**src/rtl/rr_arb_8_enc.sv**
```systemverilog
// rr_arb_8_enc -- 8-way round-robin arbiter with a binary-encoded grant.
//
// The search for the next requester starts at an internal priority pointer.
// The pointer moves to (granted index + 1) only when a grant is accepted.
// A held grant stays stable until it is accepted, whatever happens on req or en.
// An accepting cycle can issue the next grant at once, so the arbiter can
// sustain one grant per cycle.
//
// Ports:
//   clk        rising-edge clock
//   rst_n      asynchronous active-low reset
//   en         arbitration enable (blocks new grants, never drops a held one)
//   req[7:0]   request vector, bit i = requester i wants service
//   gnt_idx    binary index of the granted requester (feeds a 3-to-8 decoder)
//   gnt_valid  gnt_idx holds a live grant
//   gnt_ready  downstream accepts the grant this cycle
//   busy       FSM is in GRANT (always equal to gnt_valid)
module rr_arb_8_enc #(
  parameter logic [2:0] PTR_INIT = 3'd0
) (
  input  logic       clk,
  input  logic       rst_n,
  input  logic       en,
  input  logic [7:0] req,
  output logic [2:0] gnt_idx,
  output logic       gnt_valid,
  input  logic       gnt_ready,
  output logic       busy
);

  typedef enum logic {
    IDLE  = 1'b0,
    GRANT = 1'b1
  } state_t;

  state_t     state, state_n;
  logic [2:0] ptr, ptr_n;
  logic [2:0] idx_q, idx_n;

  logic       accept;
  logic       search_en;
  logic [2:0] search_ptr;
  logic       found;
  logic [2:0] cand;
  logic [2:0] probe;

  always_ff @(posedge clk or negedge rst_n) begin
    if (!rst_n) begin
      state <= IDLE;
      ptr   <= PTR_INIT;
      idx_q <= '0;
    end else begin
      state <= state_n;
      ptr   <= ptr_n;
      idx_q <= idx_n;
    end
  end

  // On an accepting cycle the search already uses the advanced pointer, so
  // back-to-back grants see the same priority order as a fresh search.
  always_comb begin
    accept     = (state == GRANT) && gnt_ready;
    search_ptr = accept ? (idx_q + 3'd1) : ptr;
    search_en  = en && ((state == IDLE) || accept);

    found = 1'b0;
    cand  = '0;
    probe = '0;
    for (int unsigned i = 0; i < 8; i++) begin
      probe = search_ptr + 3'(i);
      if (!found && req[probe]) begin
        found = 1'b1;
        cand  = probe;
      end
    end

    state_n = state;
    ptr_n   = ptr;
    idx_n   = idx_q;

    case (state)
      IDLE: begin
        if (search_en && found) begin
          state_n = GRANT;
          idx_n   = cand;
        end
      end
      GRANT: begin
        if (accept) begin
          ptr_n = search_ptr;
          if (search_en && found) begin
            idx_n = cand;
          end else begin
            state_n = IDLE;
          end
        end
      end
      default: state_n = IDLE;
    endcase
  end

  assign gnt_idx   = idx_q;
  assign gnt_valid = (state == GRANT);
  assign busy      = (state == GRANT);

endmodule

```
**config.mk**
```make
export PLATFORM = sky130hd
export DESIGN_NAME = rr_arb_8_enc
export DESIGN_NICKNAME = d
export VERILOG_FILES = /design/src/rtl/rr_arb_8_enc.sv
export SDC_FILE = /design/constraint.sdc
export NUM_CORES = 1
export LEC_CHECK = 0
export BUFFER_PORTS_ARGS = -buffer_cell sky130_fd_sc_hd__buf_4
export CORE_AREA = 2 2 60 62
export CTS_CLUSTER_DIAMETER = 80
export DETAILED_ROUTE_END_ITERATION = 7
export DIE_AREA = 0 0 62 64
export PLACE_DENSITY_LB_ADDON = 0.08
export SKIP_CTS_REPAIR_TIMING = 1
export SLEW_MARGIN = 20
export SYNTH_ARGS = -nofsm -noshare
export SYNTH_HDL_FRONTEND = slang
export SYNTH_SLANG_ARGS = --single-unit
```
**constraint.sdc**
```tcl
create_clock -name clk -period 9.6 [get_ports clk]
set_input_delay 1.92 -clock clk [delete_from_list [all_inputs] [get_ports clk]]
set_output_delay 1.92 -clock clk [all_outputs]
set_load 0.01 [all_outputs]
```
==> results.cfg <==
[outcome]
status = complete, no violations

[synth]
netlist_top_cells_area = dfrtp_1 12%, mux2i_1 6.3%, mux4_2 4.8%, a21oi_1 3.5%, buf_6 3.2%
synth_top_cell_by_area = dfrtp_1
ys_ff_latch = 7
synth_edf_count = 0
synth.yosys.seq_area_share_pct = 12.3
synth_top_area_share_pct = 12.3
async_flop_share_pct = 100
synth_most_common_cell = nor2_1
postSynthCellCount = 172
yosys_warnings = 0
syn_avg_cell_area_um2 = 8.25
synth_fp_nets = 187
synth_cell_types = 63
synth.cell_area_mm2 = 0.00142
synth_common_cells = 12 x nor2_1, 10 x a21oi_1, 10 x nand2_1, 9 x inv_1, 9 x mux2i_1
synth-main-ff-cell = dfrtp_1

[worst_setup_path]
path_class = in -> reg
critPathBufInv = 3
slowest_stage = or2_1
cp_max_fo = 12
max_stage_delay_ps = 390
critPathArrivalTime_ps = 5000
worstPathCellList = buf_4 -> and3_1 -> or2_1 -> inv_1 -> ha_1 -> inv_1 -> a21oi_1 -> mux2i_2 -> nand3_2 -> nor3_4 -> nand2_2 -> o2111a_1 -> a211oi_2
critical_path.most_common_cell = inv_1
crit_required_ps = 9770
cp_top_family = simple AND/OR/NAND/NOR gates
endpoint_kind = flip-flop
cp-start-kind = primary input

[drt]
ant_nets = 0
drtPass1Iterations = 4
drt-initial-drc-count = 128
wirelength_um = 3920
avgRoutedWirePerCell_um = 17.3
drc = 0
via_per_inst = 6.25
vias = 1418

[timing]
fmax_mhz = 207
period_share_pct = 50.3
max_slew_margin_pct = 60.3
fin_worst_skew_ps = 2.30
setup_viol = 0
setup_tns_ps = 0
hold_viol = 0
period_minus_slack_ps = 4830
hold_slack_ps = 663
worstMarginPinSlew_ps = 592
drv_slew = 0
rsz0062_at_grt = false

[clock_network]
worstSkewPairLatency_ps = 250
path_clk_slew_ps = 50
max-clock-path-buffers = 2
cts_inserted_buffers = 3
cts_tree = built
clkSinkCount = 7
htreeDepth = 1
root_buffer = clkbuf_4

[layout]
register_area_um2 = 175
nNetsFinal = 197
multi_input_area_mm2 = 0.00112
final_area_mm2 = 0.00154
antenna_cells = 0
fill_cells = 337
drive_gt1_share_pct = 27.1
stdcell_count = 227
utilization_pct = 46.8
area_growth_pct = 8.29

[pwr]
power.share.sequential_pct = 9.4
irDropWorstVdd_mv = 0.164
intPower_mw = 0.295
power.leakage_nw = 0.612
p_sw_share_pct = 55.1
p_sw_mw = 0.361
power.share.clock_pct = 4.1
p_comb_share_pct = 86.6
power_density_mw_per_mm2 = 427

[place]
gp_congestion = 0.850
dp_hpwl_um = 3140
placed_area_mm2 = 0.00151
numPortBuffers = 16
dp_cells = 223

[global_routing]
grt_pass1_wl_um = 6620
grt_max_degree = 15
grt_util_all_layers_pct = 21.8
grt_antenna_before_repair = 0
grt_pass1_vias = 1345
overflow = 0

[floorplan]
coreArea_mm2 = 0.00328
initial_core_util_pct = 43.2
rows = 21
die_x_um = 62
ios = 17
die-area_mm2 = 0.00397
fp.dieH_um = 64

[hold_path]
min_path_type = reg -> reg

[job]
drv_cap = 0
[power groups by stage]
stage          logic, mW  clock network, mW  registers (mW)
3_5_place_dp       0.561                  0          0.0614
5_1_grt            0.625             0.0288          0.0634
4_1_cts            0.566             0.0274          0.0608
6_report           0.568             0.0266          0.0615
3_3_place_gp       0.564                  0          0.0604
2_1_floorplan      0.464                  0          0.0579
[cell usage in the layout, fill, tap and decap left out, types with 4 or more instances in the layout]
cell | Yosys | routed
nor2_1 | 12 | 12
buf_4 | 2 | 16
inv_1 | 9 | 9
nor4_1 | 4 | 4
dfrtp_1 | 7 | 7
nand2_1 | 10 | 10
a2111oi_0 | 5 | 5
nor3_1 | 4 | 4
mux2i_1 | 9 | 9
nand3_1 | 8 | 8
mux2_2 | 4 | 4
o221ai_1 | 5 | 5
a21oi_1 | 10 | 10
[metrics by stage]
| step | power [mW] | setup WS (ps) |
|---|---|---|
| 5_1_grt | 0.717 | 4540 |
| 4_1_cts | 0.654 | 4800 |
| 2_1_floorplan | 0.522 | 5050 |
| 3_3_place_gp | 0.624 | 4670 |
| 6_report | 0.656 | 4770 |
| 3_5_place_dp | 0.623 | 4550 |
[layer usage]
metal,routed length [um],vias up,global-route usage (%)
li1,-,687,-
met1,1830,680,31.3
met2,1880,49,34.4
met3,185,2,3.04
met4,23,0,4.26
met5,0,-,0
[registers in the layout (all words and copies together) (netlist names)]
register,flops
ptr,3
gnt_idx,3
busy,1
[path summary, 6_finish.rpt]
path / slack (ps) / to / cells after the start / from
hold / removal: 660 / gnt_idx[0] / 1 / gnt_idx[0]
setup reg to reg: 5800 / gnt_idx[1] / 13 / gnt_idx[0]
hold reg to reg: 660 / gnt_idx[0] / 1 / gnt_idx[0]
setup / recovery: 4770 / gnt_idx[1] / 13 / gnt_ready
min in group asynchronous: 1470 / busy / 1 / rst_n
max in group asynchronous: 8000 / ptr[2] / 1 / rst_n
[area by class of cell]
class	instances	share of cell area, %
Multi-Input combinational cell	143	72.6
Sequential cell	7	11.4
Timing Repair Buffer	16	7.82
Tap cell	46	3.75
Inverter	11	2.69
Clock buffer	4	1.71
[cells by family (layout without fill, tap and decap cells)]
group / Yosys count / after routing / synth area share, %
mux: 19 / 19 / 16.8
flops: 7 / 7 / 12.3
buf+inv: 22 / 31 / 8.99
compound gates: 56 / 56 / 30.2
fa+ha+maj: 3 / 3 / 2.65
xor+xnor: 6 / 6 / 4.76
simple gates: 59 / 59 / 24.3
No activity file was read; power rests on OpenSTA's default activity.
